===== config.mk =====
export PLATFORM = sky130hd
export DESIGN_NAME = snes_video_pattern_gen_flat
export DESIGN_NICKNAME = d
export VERILOG_FILES = /design/src/rtl/snes_video_pattern_gen_if.sv /design/src/rtl/snes_video_pattern_gen.sv /design/src/flat_wrapper.sv
export SDC_FILE = /design/constraint.sdc
export NUM_CORES = 1
export LEC_CHECK = 0
export BUFFER_PORTS_ARGS = -buffer_cell sky130_fd_sc_hd__buf_2
export CORE_ASPECT_RATIO = 1.5
export CORE_MARGIN = 2
export CORE_UTILIZATION = 55
export CTS_BUF_LIST = sky130_fd_sc_hd__clkbuf_4 sky130_fd_sc_hd__clkbuf_8
export DETAILED_ROUTE_END_ITERATION = 6
export HOLD_SLACK_MARGIN = 0.06
export PLACE_DENSITY = 0.76
export SETUP_SLACK_MARGIN = 0.2
export SYNTH_ARGS = -nofsm -noshare
export SYNTH_HDL_FRONTEND = slang
export SYNTH_SLANG_ARGS = --single-unit

===== constraint.sdc =====
create_clock -name clk -period 8 [get_ports clk]
set_input_delay 0 -clock clk [delete_from_list [all_inputs] [get_ports clk]]
set_output_delay 0 -clock clk [all_outputs]
set_load 0.05 [all_outputs]

===== src/rtl/snes_video_pattern_gen_if.sv =====
// SNES-side capture bus: pattern controls into the generator, dot-rate video out of it.
// The generator drives the master modport, the capture path sits on the slave modport.
interface snes_video_if;
    logic [1:0]  mode;
    logic [23:0] solid_rgb;
    logic        dot_clock;
    logic        input_valid;
    logic        hsync;
    logic        vblank;
    logic        frame_start;
    logic [7:0]  R_out;
    logic [7:0]  G_out;
    logic [7:0]  B_out;

    modport master (
        input  mode, solid_rgb,
        output dot_clock, input_valid, hsync, vblank, frame_start, R_out, G_out, B_out
    );

    modport slave (
        output mode, solid_rgb,
        input  dot_clock, input_valid, hsync, vblank, frame_start, R_out, G_out, B_out
    );
endinterface


===== src/rtl/snes_video_pattern_gen.sv =====
// Test-pattern video source emulating the PPU capture interface.
// Outputs change half a dot period after each dot_clock rising edge, so they are stable at that edge.
module snes_video_pattern_gen #(
    parameter int DOT_DIV     = 4,
    parameter int HTOTAL      = 341,
    parameter int HACTIVE     = 256,
    parameter int HSYNC_START = 277,
    parameter int HSYNC_LEN   = 25,
    parameter int VTOTAL      = 262,
    parameter int VACTIVE     = 224
) (
    input  logic            clk,
    input  logic            reset,
    snes_video_if.master    vid
);

    localparam int             PW         = $clog2(DOT_DIV);
    localparam logic [PW-1:0]  PHASE_LAST = PW'(DOT_DIV - 1);
    localparam logic [PW-1:0]  PHASE_ADV  = PW'(DOT_DIV / 2);
    localparam logic [8:0]     H_LAST     = 9'(HTOTAL - 1);
    localparam logic [8:0]     V_LAST     = 9'(VTOTAL - 1);
    localparam logic [8:0]     H_ACT      = 9'(HACTIVE);
    localparam logic [8:0]     V_ACT      = 9'(VACTIVE);
    localparam logic [8:0]     HS_BEGIN   = 9'(HSYNC_START);
    localparam logic [8:0]     HS_END     = 9'(HSYNC_START + HSYNC_LEN);

    logic [PW-1:0] phase_r;
    logic [8:0]    hcount_r;
    logic [8:0]    vcount_r;
    logic [1:0]    mode_r;
    logic [7:0]    frame_ctr_r;
    logic          first_frame_r;

    logic          advance_s;
    logic [8:0]    h_next_s;
    logic [8:0]    v_next_s;
    logic          frame_begin_s;
    logic          active_s;
    logic          hsync_s;
    logic          vblank_s;
    logic [1:0]    mode_eff_s;
    logic [7:0]    ctr_eff_s;
    logic [23:0]   pattern_s;
    logic [23:0]   rgb_s;

    // Raster position the next advance will issue.
    always_comb begin
        advance_s = (phase_r == PHASE_ADV);
        v_next_s  = vcount_r;
        if (hcount_r == H_LAST) begin
            h_next_s = 9'd0;
            if (vcount_r == V_LAST) begin
                v_next_s = 9'd0;
            end else begin
                v_next_s = vcount_r + 9'd1;
            end
        end else begin
            h_next_s = hcount_r + 9'd1;
        end
    end

    // Frame-level controls: the dot at (0,0) already belongs to the new frame's mode and count.
    always_comb begin
        frame_begin_s = (h_next_s == 9'd0) && (v_next_s == 9'd0);
        if (frame_begin_s) begin
            mode_eff_s = vid.mode;
        end else begin
            mode_eff_s = mode_r;
        end
        // The frame issued straight out of reset keeps count 0.
        if (frame_begin_s && !first_frame_r) begin
            ctr_eff_s = frame_ctr_r + 8'd1;
        end else begin
            ctr_eff_s = frame_ctr_r;
        end
    end

    // Timing flags and pixel colour for the next dot.
    always_comb begin
        active_s = (h_next_s < H_ACT) && (v_next_s < V_ACT);
        hsync_s  = (h_next_s >= HS_BEGIN) && (h_next_s < HS_END);
        vblank_s = (v_next_s >= V_ACT);
        case (mode_eff_s)
            2'd0:    pattern_s = {{8{h_next_s[7]}}, {8{h_next_s[6]}}, {8{h_next_s[5]}}};
            2'd1:    pattern_s = ((h_next_s[3:0] == 4'd0) || (v_next_s[3:0] == 4'd0)) ? 24'hFFFFFF : 24'h000000;
            2'd2:    pattern_s = {h_next_s[7:0], v_next_s[7:0], ctr_eff_s};
            2'd3:    pattern_s = vid.solid_rgb;
            default: pattern_s = 24'h000000;
        endcase
        if (active_s) begin
            rgb_s = pattern_s;
        end else begin
            rgb_s = 24'h000000;
        end
    end

    // Dot phase, raster counters and all registered outputs.
    always_ff @(posedge clk) begin
        if (reset) begin
            phase_r          <= {PW{1'b0}};
            hcount_r         <= H_LAST;
            vcount_r         <= V_LAST;
            mode_r           <= 2'd0;
            frame_ctr_r      <= 8'd0;
            first_frame_r    <= 1'b1;
            vid.dot_clock    <= 1'b0;
            vid.input_valid  <= 1'b0;
            vid.hsync        <= 1'b0;
            vid.vblank       <= 1'b0;
            vid.frame_start  <= 1'b0;
            vid.R_out        <= 8'd0;
            vid.G_out        <= 8'd0;
            vid.B_out        <= 8'd0;
        end else begin
            phase_r         <= (phase_r == PHASE_LAST) ? {PW{1'b0}} : phase_r + PW'(1);
            vid.dot_clock   <= (phase_r < PHASE_ADV);
            vid.frame_start <= advance_s && frame_begin_s;
            if (advance_s) begin
                hcount_r        <= h_next_s;
                vcount_r        <= v_next_s;
                vid.input_valid <= active_s;
                vid.hsync       <= hsync_s;
                vid.vblank      <= vblank_s;
                vid.R_out       <= rgb_s[23:16];
                vid.G_out       <= rgb_s[15:8];
                vid.B_out       <= rgb_s[7:0];
                if (frame_begin_s) begin
                    mode_r        <= mode_eff_s;
                    frame_ctr_r   <= ctr_eff_s;
                    first_frame_r <= 1'b0;
                end
            end
        end
    end

endmodule


===== src/flat_wrapper.sv =====
// flat-port wrapper written by rule: the top's interface ports become plain ports
module snes_video_pattern_gen_flat 
#(
    parameter int DOT_DIV     = 4,
    parameter int HTOTAL      = 341,
    parameter int HACTIVE     = 256,
    parameter int HSYNC_START = 277,
    parameter int HSYNC_LEN   = 25,
    parameter int VTOTAL      = 262,
    parameter int VACTIVE     = 224
)
  (clk, reset, vid_mode, vid_solid_rgb, vid_dot_clock, vid_input_valid, vid_hsync, vid_vblank, vid_frame_start, vid_R_out, vid_G_out, vid_B_out);
  snes_video_if vid_i ();
  input  logic clk;
  input  logic reset;
  input wire logic [$bits(vid_i.mode)-1:0] vid_mode;
  input wire logic [$bits(vid_i.solid_rgb)-1:0] vid_solid_rgb;
  output wire logic [$bits(vid_i.dot_clock)-1:0] vid_dot_clock;
  output wire logic [$bits(vid_i.input_valid)-1:0] vid_input_valid;
  output wire logic [$bits(vid_i.hsync)-1:0] vid_hsync;
  output wire logic [$bits(vid_i.vblank)-1:0] vid_vblank;
  output wire logic [$bits(vid_i.frame_start)-1:0] vid_frame_start;
  output wire logic [$bits(vid_i.R_out)-1:0] vid_R_out;
  output wire logic [$bits(vid_i.G_out)-1:0] vid_G_out;
  output wire logic [$bits(vid_i.B_out)-1:0] vid_B_out;
  assign vid_i.mode = vid_mode;
  assign vid_i.solid_rgb = vid_solid_rgb;
  assign vid_dot_clock = vid_i.dot_clock;
  assign vid_input_valid = vid_i.input_valid;
  assign vid_hsync = vid_i.hsync;
  assign vid_vblank = vid_i.vblank;
  assign vid_frame_start = vid_i.frame_start;
  assign vid_R_out = vid_i.R_out;
  assign vid_G_out = vid_i.G_out;
  assign vid_B_out = vid_i.B_out;
  snes_video_pattern_gen #(.DOT_DIV(DOT_DIV), .HTOTAL(HTOTAL), .HACTIVE(HACTIVE), .HSYNC_START(HSYNC_START), .HSYNC_LEN(HSYNC_LEN), .VTOTAL(VTOTAL), .VACTIVE(VACTIVE)) u_core (.clk(clk), .reset(reset), .vid(vid_i));
endmodule

After elaboration in Yosys (flattened, before gate mapping):

Cells that the tools add are included.

* register bits after elaboration: 60
* word-level logic and storage cells: 53
* input bits: 28

* reductions and logical operators: 14
* equal/unequal tests: 7
* $lt $le $gt $ge: 6
* add/sub/neg operators: 4
* multiplexer cells: 8

Operators by type and width (number)
* one-hot mux 24 bit (4 select lines): 1
* 2-to-1 mux 24 bit: 2
* 2-to-1 mux 9 bit: 3
* adder 9 x 1 -> 9 bit (second input constant): 2
* == test 9 bit (second input constant): 2
* logical NOT 9 bit: 2
* < comparator 9 bit (second input constant): 2
* >= comparator 9 x 8 -> 1 bit (second input constant): 1
* >= comparator 9 bit (second input constant): 1
* < comparator 9 x 8 -> 1 bit (second input constant): 1
* adder 8 x 1 -> 8 bit (second input constant): 1
* == test 2 bit (second input constant): 4
* logical NOT 4 bit: 2
* 2-to-1 mux 8 bit: 1
* logical AND 1 bit: 5
* adder 2 x 1 -> 2 bit (second input constant): 1
* == test 2 x 1 -> 1 bit (second input constant): 1
* logical NOT 2 bit: 1
* < comparator 2 bit (second input constant): 1
* 2-to-1 mux 2 bit: 1
* AND reduction 2 bit: 1
* OR reduction 2 bit: 1
* logical NOT 1 bit: 1
* logical OR 1 bit: 1

Logic depth before layout (Yosys ltp):

Gate-level depths: netlist of the first run.

* depth in word-level cells: 9
* gate-level depth with buffers: 16

Worst setup path before layout of the first run:

OpenSTA, ideal clock, no wires.

* kind: flip-flop to flip-flop
* start point: register u_core.hcount_r[0]
* end point: register u_core.vid.R_out[2]
* cell stages (with the launch flop): 13
* buffers on the path: 1
* library setup time: 0.132 ns
* clock period less this slack: 3.592 ns
* path slack: 4.408 ns
* arrival time: 3.459 ns
* cell sequence: dfxtp_1 > clkbuf_2 > inv_1 > ha_1 > or4b_1 > o22a_1 > nor4b_1 > o21ai_1 > nor4_4 > mux2i_1 > mux2_2 > o21ai_1 > a21oi_1

* cells in the longest elaborated chain, start to end: 8

RTL lines
* from (decl): line snes_video_pattern_gen.sv:28 `logic [8:0] hcount_r;`
* from (signal assigned): line snes_video_pattern_gen.sv:119 `hcount_r <= h_next_s;`
* adder 9 x 1 -> 9 bit or == test 9 bit (tied branches): line snes_video_pattern_gen.sv:58, snes_video_pattern_gen.sv:50
* 2-to-1 mux 9 bit: line snes_video_pattern_gen.sv:50 `if (hcount_r == H_LAST) begin`
* logical NOT 9 bit: line snes_video_pattern_gen.sv:64 `frame_begin_s = (h_next_s == 9'd0) && (v_next_s == 9'd0);`
* logical AND 1 bit: line snes_video_pattern_gen.sv:64
* 2-to-1 mux 2 bit: line snes_video_pattern_gen.sv:65 `if (frame_begin_s) begin`
* == test 2 bit (tied with other cells): line snes_video_pattern_gen.sv:83 `case (mode_eff_s)`
* one-hot mux 24 bit (4 select lines): line snes_video_pattern_gen.sv:83
* 2-to-1 mux 24 bit *: line snes_video_pattern_gen.sv:90 `if (active_s) begin`
* to (signal assigned): line snes_video_pattern_gen.sv:124 `vid.R_out <= rgb_s[23:16];`
* to (decl): line snes_video_pattern_gen_if.sv:17 `output dot_clock, input_valid, hsync, vblank, frame_start, R_out, G_out, B_out`

Mark *: on every way between the ends. The rest lies on a longest branch, timed or not.
A chain may end at the register's enable or synchronous reset.

Worst setup path after layout of the first run:

* start point: register u_core.hcount_r[0]
* end point: register u_core.vid.B_out[4]

* cells in the longest elaborated chain, start to end: 8

RTL lines
* adder 9 x 1 -> 9 bit or == test 9 bit (tied branches): line snes_video_pattern_gen.sv:58, snes_video_pattern_gen.sv:50
* 2-to-1 mux 9 bit: line snes_video_pattern_gen.sv:50
* logical NOT 9 bit: line snes_video_pattern_gen.sv:64
* logical AND 1 bit: line snes_video_pattern_gen.sv:64
* 2-to-1 mux 2 bit or logical AND 1 bit (tied branches): line snes_video_pattern_gen.sv:65, snes_video_pattern_gen.sv:71
* == test 2 bit (tied with other cells): line snes_video_pattern_gen.sv:83
* one-hot mux 24 bit (4 select lines): line snes_video_pattern_gen.sv:83
* 2-to-1 mux 24 bit *: line snes_video_pattern_gen.sv:90
* to (signal assigned): line snes_video_pattern_gen.sv:126 `vid.B_out <= rgb_s[7:0];`
* to (decl): line snes_video_pattern_gen_if.sv:17

Marks and branches as above.

==> run summary, run 1 <==
run status - complete, no violations
Mean Syn Cell Area - 8.09 µm²
DRT Wirelength - 9830 µm
Worst setup SP type - register
CP Max Fanout - 15
final-stage net count - 535
Post-CTS Setup Inserts - 0
Hold Startpoint - vid_solid_rgb[18]
post-DP HPWL - 6960 µm
worst clock skew - 0.0121 ns
RSZ-0062 raised after global routing - false
Cells after DPL - 547
share of cells above drive strength 1 - 0.186
core area - 6400 µm²
CP Capture Type - register
wire length on met2 - 5300 µm
total track usage - 0.279
Initial Utilization - 0.560
# rows - 36
CTS tree - built
Max clock buf depth - 2
Mapped Cells - 443
Crit path max-delay family - simple AND/OR/NAND/NOR gates
switching pwr - 0.298 mW
CP bufs+invs - 1
Clk pwr share - 0.295
WL met3 - 344 µm
DRT Pass-1 Iters - 5
combinational fraction of design power - 0.303
sequential cell fraction of total power - 0.402
reg2reg start - u_core.hcount_r[0]
Final Max Slew Viols - 0
Sink Count - 60
io pins - 57
M1 wire length - 3830 µm
CTS resizes - 0
CTS root buf - clkbuf_8
Worst R2R End - u_core.vid.B_out[4]
Residual DRC - 0
CP Data Arrival Time - 4.90 ns
Data required, critical path - 8.25 ns
initial antenna violation count - 0
Syn Std Cell Area - 3580 µm²
RePlAce Congestion - 0.909
fillers - 567
first-pass GRT wire length - 15800 µm
Area Growth Syn to Fin - 15.8%
Mapped Nets - 478
CTS Buf Count - 9
Int Pwr - 0.521 mW
die extent in x - 69.9 µm
Crit-path slowest cell - mux2i_1
slowest stage delay, CP - 1.06 ns
slew margin rel. - 0.174
Die Span Y - 103 µm
Final Critical Period - 4.65 ns
Congestion Overflow GR - 0
Port Buffers - 56
HP Class - in -> reg
Synth Warn # - 0
leakage - 1.62 nW
Slew @ Worst Pin - 1.20 ns
#FFs+latches synth - 60
period utilisation layout - 0.581
CP Cell Sequence - inv_1 -> ha_1 -> or4b_1 -> o22a_1 -> nor4b_1 -> o21ai_1 -> nor4_4 -> mux2i_1 -> a2111oi_1 -> a211oi_1
power density over the cells - 197 nW/µm²
Primary FF master, synth - dfxtp_1
Starting DRT DRC Count - 200
WL per Instance - 16.9 µm
Hold WS - 0.102 ns
highest routed layer - met4
Final setup viols - 0
Post-synth EDFFs - 0
setup TNS after final layout - 0 ns
Synth async-reset ratio - 0
H-tree levels - 3
Sw Ratio - 0.364
post-DR vias/cell - 6.12
Fmax - 215 MHz
total of max-cap violations - 0
Final Non-Filler Cells - 581
die area - 7190 µm²
Clock Pin Slew Worst Setup and Hold Paths - 0.07 ns
VDD IR max - 132 µV
Crit Path Category - reg -> reg
post-route ant nets - 0
hold path depth - 4
post-synth cell types - 68
# diodes - 0
Worst R2R Setup Slack - 3.35 ns
reg2reg path depth - 10
sequential-to-total area share from yosys stat - 0.335
worst hold endpoint - u_core.vid.R_out[2]
Via Count - 3555
largest net degree at the start of global routing - 46
final hold viol count - 0
worst skew pair latency - 0.35 ns
vias in the first global route - 3343
[worst max-delay path by stage]
| stage | from | end | depth (start not counted) |
|---|---|---|---|
| floorplan | u_core.hcount_r[0] | u_core.vid.R_out[2] | 12 |
| global placement | u_core.hcount_r[0] | u_core.vid.B_out[4] | 10 |
| detailed placement | u_core.hcount_r[0] | u_core.vid.B_out[4] | 10 |
| CTS | u_core.hcount_r[0] | u_core.vid.B_out[4] | 10 |
| global route | u_core.hcount_r[0] | u_core.vid.B_out[4] | 10 |
| finish | u_core.hcount_r[0] | u_core.vid.B_out[4] | 10 |
[cell usage after synthesis, types with 7 or more instances]
cell / n / share of area
dfxtp_1: 60 / 0.34
nor2_1: 56 / 0.059
nand2_1: 44 / 0.046
a21oi_1: 24 / 0.034
o21ai_0: 22 / 0.031
nand3_1: 17 / 0.024
clkbuf_1: 16 / 0.017
nor3_1: 13 / 0.018
xnor2_1: 13 / 0.032
a211oi_1: 11 / 0.023
o21ai_1: 10 / 0.014
xor2_1: 10 / 0.024
a211o_1: 9 / 0.022
inv_1: 9 / 0.0094
mux2i_1: 9 / 0.025
and3_1: 8 / 0.014
a221oi_1: 7 / 0.017
buf_6: 7 / 0.022
ha_1: 7 / 0.024
nand4_1: 7 / 0.012
nor2b_1: 7 / 0.012
[layout make-up]
| class | count | area [µm²] | share of cell area |
|---|---|---|---|
| flip-flops and latches | 60 | 1200 | 0.289 |
| clock buffers | 11 | 145 | 0.0350 |
| clock inverters | 5 | 27.5 | 0.00663 |
| multi-input cells | 343 | 2170 | 0.523 |
| repair buffers | 76 | 475 | 0.114 |
| well taps | 76 | 95.1 | 0.0229 |
| inverters | 10 | 37.5 | 0.00904 |
[power groups by stage]
stage | Combinational [mW] | Clock (mW) | Sequential [mW]
floorplan | 0.178 | 0 | 0.345
global placement | 0.234 | 0 | 0.334
detailed placement | 0.237 | 0 | 0.335
CTS | 0.245 | 0.247 | 0.328
global route | 0.268 | 0.262 | 0.331
finish | 0.248 | 0.241 | 0.329
[stage by stage]
| step | worst slack (ns) | utilization | power, mW | instance area [µm²] |
|---|---|---|---|---|
| 5_1_grt | 2.97 | 0.649 | 0.861 | 4150 |
| 6_report | 3.35 | 0.649 | 0.818 | 4150 |
| 3_5_place_dp | 3.47 | 0.594 | 0.571 | 3800 |
| 3_3_place_gp | 3.67 | 0.594 | 0.568 | 3800 |
| 4_1_cts | 3.44 | 0.649 | 0.820 | 4150 |
| 2_1_floorplan | 4.41 | - | 0.523 | 3580 |
[per-layer routing]
metal | global-route usage | up-vias
met2 | 0.505 | 105
met1 | 0.301 | 1695
li1 | - | 1722
met5 | 0 | -
met3 | 0.0557 | 33
met4 | 0.167 | 0
[cells by family (layout without fill, tap and decap cells)]
kind of cell,count (synthesis),count (layout),share of synthesized area
simple gates,184,184,0.264
buf+inv,40,102,0.0593
flops,60,60,0.335
fa+ha+maj,7,7,0.0244
xor+xnor,23,23,0.0562
mux,13,13,0.0387
compound gates,116,116,0.222
[repair_timing]
action / in CTS / in global routing
hold buffers: 18 / 0
endpoints found under the hold margin: 18 / 0
setup endpoints to repair: 0 / 0
[state kept, by name (all words and copies together), names as in the netlist]
register,cells
u_core.phase_r,2
u_core.hcount_r,9
u_core.vcount_r,9
u_core.vid.input_valid,1
u_core.vid.B_out,8
u_core.vid.frame_start,1
u_core.frame_ctr_r,8
u_core.vid.hsync,1
u_core.vid.vblank,1
u_core.first_frame_r,1
u_core.vid.R_out,8
u_core.vid.dot_clock,1
u_core.vid.G_out,8
u_core.mode_r,2
[cell usage in the layout (no fill, tap or decap), types with 7 or more instances in the layout]
master and instances:
dfxtp_1 60, nor2_1 56, buf_2 56, nand2_1 44, a21oi_1 24, o21ai_0 22, dlygate4sd3_1 18, nand3_1 17
xnor2_1 13, nor3_1 13, a211oi_1 11, xor2_1 10, o21ai_1 10, clkbuf_8 10, inv_1 9, mux2i_1 9
a211o_1 9, and3_1 8, nand4_1 7, nor2b_1 7, a221oi_1 7, ha_1 7
[tightest hold or removal path, delay by kind of cell]
family                 cells  cell delay, ns
AO/OA/AOI/OAI              2            0.17
buffers and inverters      1            0.10
multiplexers               1            0.14
No activity file was read; power rests on OpenSTA's default activity.
==> run 2, diff against run 1 <==
--- a/config.mk
+++ b/config.mk
@@ -5,6 +5,7 @@
 export SDC_FILE = /design/constraint.sdc
 export NUM_CORES = 1
 export LEC_CHECK = 0
+export ABC_AREA = 1
 export BUFFER_PORTS_ARGS = -buffer_cell sky130_fd_sc_hd__buf_2
 export CORE_ASPECT_RATIO = 1.5
 export CORE_MARGIN = 2
@@ -12,7 +13,7 @@
 export CTS_BUF_LIST = sky130_fd_sc_hd__clkbuf_4 sky130_fd_sc_hd__clkbuf_8
 export DETAILED_ROUTE_END_ITERATION = 6
 export HOLD_SLACK_MARGIN = 0.06
-export PLACE_DENSITY = 0.76
+export PLACE_DENSITY = 0.75
 export SETUP_SLACK_MARGIN = 0.2
 export SYNTH_ARGS = -nofsm -noshare
 export SYNTH_HDL_FRONTEND = slang
==> constraint.sdc (replaced) <==
create_clock -name clk -period 4.5 [get_ports clk]
set_input_delay 0 -clock clk [delete_from_list [all_inputs] [get_ports clk]]
set_output_delay 0 -clock clk [all_outputs]
set_load 0.05 [all_outputs]
==> run summary, run 2 <==
run status - complete, no violations
die extent in x - 73.4 µm (+4.9%)
Residual DRC - 0 (unchanged)
total track usage - 0.314 (+0.0351)
Clock Pin Slew Worst Setup and Hold Paths - 0.07 ns (about the same)
Final setup viols - 0 (unchanged)
top cells by area, synth - dfxtp_1 (30%), nand2_1 (16%), nand3_1 (11%), inv_1 (5.9%), a21oi_2 (4.0%)
post-DR vias/cell - 5.70 (-6.9%)
vias in the first global route - 4158 (+24%)
post-synth cell types - 34 (-50%)
Yosys top cell by area - dfxtp_1
reg2reg path depth - 17 (+7)
DRT Wirelength - 11700 µm (+19%)
area fraction of the dominant cell type after synthesis - 0.303 (-0.0325)
largest net degree at the start of global routing - 47 (+2.2%)
Initial Utilization - 0.572 (+0.0113)
CP Data Arrival Time - 3.37 ns (-1.53 ns)
Final Max Slew Viols - 0 (unchanged)
CTS tree - built
Syn Std Cell Area - 3970 µm² (+11%)
period utilisation layout - 0.699 (+0.118)
Final Critical Period - 3.14 ns (-1.50 ns)
Mean Syn Cell Area - 6.41 µm² (-21%)
RePlAce Congestion - 0.971 (+6.8%)
Crit Path Category - reg -> reg
Sink Count - 60 (unchanged)
Crit path max-delay family - simple AND/OR/NAND/NOR gates
Via Count - 4383 (+23%)
total of max-cap violations - 0 (unchanged)
Port Buffers - 56 (unchanged)
Hold Startpoint - vid_solid_rgb[12]
reg2reg start - u_core.hcount_r[0]
Hold WS - 0.0562 ns (-0.0461 ns)
worst clock skew - 0.00958 ns (-0.00252 ns)
slew margin rel. - 0.461 (+0.287)
Congestion Overflow GR - 0 (unchanged)
WL per Instance - 15.2 µm (-10%)
CP bufs+invs - 2 (+1)
Synth async-reset ratio - 0 (unchanged)
Max clock buf depth - 2 (unchanged)
hold path depth - 5 (+1)
Fmax - 318 MHz (+48%)
Starting DRT DRC Count - 284 (+42%)
Primary FF master, synth - dfxtp_1
Post-synth EDFFs - 0 (unchanged)
final-stage net count - 721 (+35%)
Worst R2R End - u_core.vid.G_out[0]
worst hold endpoint - u_core.vid.G_out[4]
first-pass GRT wire length - 19300 µm (+22%)
synth cell count leaders - nand2_1 (171), nand3_1 (86), inv_1 (62)
leakage - 2.15 nW (+33%)
sequential-to-total area share from yosys stat - 0.303 (-0.0325)
met1 Use GR - 0.372 (+0.0714)
power density over the cells - 382 nW/µm² (+94%)
slowest stage delay, CP - 0.43 ns (-0.63 ns)
worst skew pair latency - 0.36 ns (about the same)
#FFs+latches synth - 60 (unchanged)
share of cells above drive strength 1 - 0.210 (+0.0237)
placed cell area - 4230 µm² (+11%)
final hold viol count - 0 (unchanged)
CTS root buf - clkbuf_8
CP Max Fanout - 28 (+13)
Die Span Y - 108 µm (+5.0%)
Mapped Cells - 619 (+40%)
Top Registers - u_core.hcount_r x9, u_core.vcount_r x9
HP Class - in -> reg
CP Cell Sequence - inv_1 -> ha_1 -> nand2_1 -> inv_2 -> nand2_1 -> nor2_2 -> nor2_1 -> a21oi_1 -> nand2_1 -> nor2_4 -> nand4_2 -> nand2_4 -> nand2_2 -> nand2_4 -> nand3_1 -> nand2_1 -> a21oi_2
DRT Pass-1 Iters - 5 (unchanged)
Area Growth Syn to Fin - 16.6%
CTS Buf Count - 9 (unchanged)
Data required, critical path - 4.72 ns (-3.53 ns)
most used cell, CP - nand2_1
most common cell after layout, fill and taps aside - nand2_1
initial antenna violation count - 0 (unchanged)
grt met2 use - 0.529 (+0.0235)
post-route ant nets - 0 (unchanged)
GRT met3 Usage - 0.0606 (+0.00486)
H-tree levels - 3 (unchanged)
Slew @ Worst Pin - 0.807 ns (-0.397 ns)
Mapped Nets - 654 (+37%)
Final Power - 1.77 mW (+120%)
setup TNS after final layout - 0 ns (unchanged)
core area - 6940 µm² (+8.6%)
Post-CTS Setup Inserts - 0 (unchanged)
post-DP HPWL - 8170 µm (+17%)
io pins - 57 (unchanged)
CP Capture Type - register
VDD IR max - 249 µV (+89%)
most frequent cells in the layout - nand2_1 (171), nand3_1 (86), inv_1 (62), dfxtp_1 (60), buf_2 (56)
# rows - 37 (+2.8%)
Crit-path slowest cell - nor2_2
Worst R2R Setup Slack - 1.36 ns (-2.00 ns)
GRT busiest layer - met2
RSZ-0062 raised after global routing - false
# diodes - 0 (unchanged)
Finished Cell Area - 4630 µm² (+11%)
leading cell type by number of instances after synthesis - nand2_1
Synth Warn # - 0 (unchanged)
Worst setup SP type - register
die area - 7930 µm² (+10%)
## run 2: changes by cell type in the layout (fill, tap and decap cells not counted), sizes merged, moves of 11 or more
cell    change
nand2     +143
nand3      +78
inv        +65
a21oi      +24
xnor2      -12
a211oi     -11
## run 2: metal layers
layer / wire length (µm) / vias up / part of all wire
li1: - / 2149 / -
met1: 4800 / 2031 / 0.41
met2: 5820 / 167 / 0.50
met3: 706 / 36 / 0.060
met4: 359 / 0 / 0.031
met5: 0 / - / 0
## run 2: final cells by class
cell class,count,area (µm²)
Clock inverter,5,52.6
Multi-Input combinational cell,463,2360
Clock buffer,11,139
Inverter,74,278
Tap cell,78,97.6
Timing Repair Buffer,78,498
Fill cell,652,2310
Sequential cell,60,1200
## run 2: worst reg2reg max path: cells and delay by family (launching register included)
kind / cells / cell delay (ns)
buffers and inverters: 2 / 0.18
adder cells (fa/ha/maj): 1 / 0.18
AO/OA/AOI/OAI: 2 / 0.22
flip-flops: 1 / 0.34
AND/OR/NAND/NOR: 12 / 2.09
## run 2: metrics by stage
stage / instances / util / setup slack [ns]
floorplan: 619 / - / 2.14
global placement: 732 / 0.609 / 1.53
detailed placement: 732 / 0.609 / 1.44
CTS: 769 / 0.667 / 1.42
global route: 769 / 0.667 / 1.07
finish: 769 / 0.667 / 1.36
## run 2: where the power goes
| part | switching (mW) | internal [mW] | total [mW] |
|---|---|---|---|
| Clock | 0.226 | 0.265 | 0.491 |
| Sequential | 0.0406 | 0.562 | 0.602 |
| Combinational | 0.483 | 0.193 | 0.676 |
## run 2: worst max path at each step
stage                       start                  end  slack, ns  depth (start not counted)
3_3_place_gp   u_core.hcount_r[0]  u_core.vid.G_out[2]       1.53                         17
4_1_cts        u_core.hcount_r[0]  u_core.vid.G_out[5]       1.42                         17
3_5_place_dp   u_core.hcount_r[0]  u_core.vid.G_out[5]       1.44                         17
2_1_floorplan  u_core.vcount_r[0]  u_core.vid.G_out[4]       2.14                         15
5_1_grt        u_core.vcount_r[0]  u_core.vid.B_out[2]       1.07                         16
6_report       u_core.hcount_r[0]  u_core.vid.G_out[0]       1.36                         17
## run 2: repair_timing
item	4_1_cts	5_1_grt
gates resized for setup	0	0
hold endpoints to repair	21	0
hold buffers	21	0
## run 2: cell families after synthesis
group / count (synthesis) / synth area share
AOI/OAI and AO/OA: 91 / 0.138
DFF: 60 / 0.303
and+or+nand+nor: 360 / 0.424
buffers and inverters: 96 / 0.102
xor gates and xnor gates: 5 / 0.0110
adders and majority gates: 7 / 0.0221
==> run 3, diff against run 2 <==
--- a/config.mk
+++ b/config.mk
@@ -9,11 +9,11 @@
 export BUFFER_PORTS_ARGS = -buffer_cell sky130_fd_sc_hd__buf_2
 export CORE_ASPECT_RATIO = 1.5
 export CORE_MARGIN = 2
-export CORE_UTILIZATION = 55
+export CORE_UTILIZATION = 54
 export CTS_BUF_LIST = sky130_fd_sc_hd__clkbuf_4 sky130_fd_sc_hd__clkbuf_8
 export DETAILED_ROUTE_END_ITERATION = 6
 export HOLD_SLACK_MARGIN = 0.06
-export PLACE_DENSITY = 0.75
+export PLACE_DENSITY = 0.77
 export SETUP_SLACK_MARGIN = 0.2
 export SYNTH_ARGS = -nofsm -noshare
 export SYNTH_HDL_FRONTEND = slang
==> constraint.sdc (replaced) <==
create_clock -name clk -period 2.8 [get_ports clk]
set_input_delay 0 -clock clk [delete_from_list [all_inputs] [get_ports clk]]
set_output_delay 0 -clock clk [all_outputs]
set_load 0.05 [all_outputs]
==> run summary, run 3 (same netlist as run 2, synthesis figures left out) <==
run status - complete, but fails checks
violated checks - design-rule violations, negative setup slack
Via Count - 5068 (+16%)
die area - 8070 µm² (+1.8%)
worst skew pair latency - 0.36 ns (about the same)
post-route ant nets - 0 (unchanged)
most used cell, CP - nand2_4
die extent in x - 74.0 µm (+0.87%)
io pins - 57 (unchanged)
Crit Path Category - reg -> reg
final hold viol count - 0 (unchanged)
post-DP HPWL - 8830 µm (+8.0%)
pre-CTS setup slack - -0.0306 ns (-1.47 ns)
CTS Buf Count - 9 (unchanged)
Max clock buf depth - 2 (unchanged)
VDD IR max - 373 µV (+50%)
Final setup viols - 1 (+1)
Starting DRT DRC Count - 724 (+150%)
# rows - 38 (+2.7%)
Worst setup SP type - register
Sink Count - 60 (unchanged)
first-pass GRT wire length - 20700 µm (+7.0%)
Die Span Y - 109 µm (+0.89%)
largest net degree at the start of global routing - 45 (-4.3%)
vias in the first global route - 4455 (+7.1%)
slowest stage delay, CP - 0.37 ns (-0.06 ns)
DRT Wirelength - 14900 µm (+28%)
Clock Pin Slew Worst Setup and Hold Paths - 0.08 ns (about the same)
CP Cell Sequence - inv_4 -> ha_4 -> nand2_4 -> inv_2 -> nand2_2 -> nor2_4 -> buf_12 -> nand3_2 -> nand2_4 -> inv_2 -> nor2_1 -> nand2_1 -> nor2_4 -> nand4_1 -> buf_4 -> nand2_4 -> nand3_1 -> nand3_1 -> nand2_1 -> a21oi_2
Multi-input gate area - 2720 µm² (+15%)
total of max-cap violations - 0 (unchanged)
DRT Pass-1 Iters - 7 (+2)
Final Power - 3.70 mW (+110%)
H-tree levels - 3 (unchanged)
Final Max Slew Viols - 0 (unchanged)
Data required, critical path - 3.09 ns (-1.63 ns)
CP Capture Type - register
Area Growth Syn to Fin - 37.8%
most frequent cells in the layout - nand2_1 (156), nand3_1 (77), inv_1 (58), buf_2 (56), dfxtp_1 (52)
Top Registers - u_core.hcount_r x9, u_core.vcount_r x9
slew margin rel. - 0.574 (+0.113)
Worst R2R Setup Slack - -0.0007 ns (-1.36 ns)
WL per Instance - 17.8 µm (+17%)
Fmax - 357 MHz (+12%)
Residual DRC - 2 (+2)
post-DR vias/cell - 6.03 (+5.9%)
FF+latch area - 1210 µm² (+1.0%)
power density over the cells - 677 nW/µm² (+77%)
total track usage - 0.334 (+0.0199)
Crit-path slowest cell - dfxtp_4
Final Critical Period - 2.80 ns (-0.344 ns)
Port Buffers - 56 (unchanged)
# diodes - 0 (unchanged)
leakage - 2.50 nW (+16%)
CTS tree - built
core area - 7180 µm² (+3.4%)
Initial Utilization - 0.553 (-0.0187)
RSZ-0062 raised after global routing - true
final-stage net count - 770 (+6.8%)
period utilisation layout - 1.00 (+0.302)
share of cells above drive strength 1 - 0.331 (+0.121)
CTS root buf - clkbuf_8
Congestion Overflow GR - 0 (unchanged)
Slew @ Worst Pin - 0.639 ns (-0.168 ns)
worst clock skew - 0.00871 ns (-0.000868 ns)
CP Max Fanout - 12 (-57%)
initial antenna violation count - 0 (unchanged)
most common cell after layout, fill and taps aside - nand2_1
HP Class - in -> reg
setup ws final - -0.000713 ns (-1.36 ns)
RePlAce Congestion - 0.916 (-5.7%)
fillers - 489 (-25%)
CP Data Arrival Time - 3.09 ns (-0.28 ns)
-- run 3: cell count changes in the layout (fill, tap and decap cells not counted), sizes merged --
cell / change
buf: +44
bufinv: +3
clkinv: -2
clkinvlp: -1
dlygate4sd3: -2
inv: +1
nand2: +6
-- run 3: what timing repair did --
item	in CTS	in global routing
endpoints found under the setup margin	26	35
buffers inserted	7	18
pin swaps	7	30
resized for setup	26	64
hold endpoints to repair	19	0
cloned	1	6
hold buffers	19	0
-- run 3: layer usage --
metal	vias up	wire length, µm	part of all wire	global-route usage
met2	402	7460	0.50	0.584
met3	121	1430	0.096	0.0702
li1	2262	-	-	-
met1	2283	4960	0.33	0.350
met5	-	0	0	0
met4	0	1060	0.071	0.223
-- run 3: final cells by class --
class,count,share of cell area
clock buffers,10,0.0252
clock inverters,6,0.0245
inverters,74,0.0521
multi-input cells,469,0.496
flip-flops and latches,60,0.222
well taps,100,0.0229
repair buffers,121,0.157
-- run 3: report_power, final --
group | switching (mW) | total, mW | leakage, nW | internal (mW)
clock | 0.378 | 1.09 | 0.137 | 0.707
combinational | 1.04 | 1.64 | 1.87 | 0.599
sequential | 0.0704 | 0.976 | 0.487 | 0.906
total | 1.49 | 3.70 | 2.50 | 2.21
-- run 3: worst paths after layout --
path / startpoint / to / cells after the start
worst max-delay path: u_core.hcount_r[1] / u_core.vid.B_out[0] / 20
worst min-delay path: vid_solid_rgb[23] / u_core.vid.R_out[7] / 5
worst max register to register: u_core.hcount_r[1] / u_core.vid.B_out[0] / 20
worst min register to register: u_core.phase_r[1] / u_core.vid.dot_clock / 1
-- run 3: critical path, delay by kind of cell (launching register included) --
| kind | cells | cell delay (ns) |
|---|---|---|
| buffers and inverters | 5 | 0.56 |
| AOI/OAI and AO/OA | 1 | 0.13 |
| DFF | 1 | 0.37 |
| and+or+nand+nor | 13 | 1.52 |
| adders and majority gates | 1 | 0.15 |
-- run 3: through the flow --
step | TNS, ns | hold slack (ns) | utilization | instances | area (µm²)
floorplan | 0 | 0.113 | - | 619 | 3970
global placement | 0 | 0.251 | 0.614 | 773 | 4410
detailed placement | -0.0877 | 0.267 | 0.614 | 773 | 4410
CTS | 0 | 0.0606 | 0.704 | 816 | 5060
global route | -1.64 | 0.0941 | 0.762 | 840 | 5470
finish | -0.000713 | 0.0649 | 0.762 | 840 | 5470
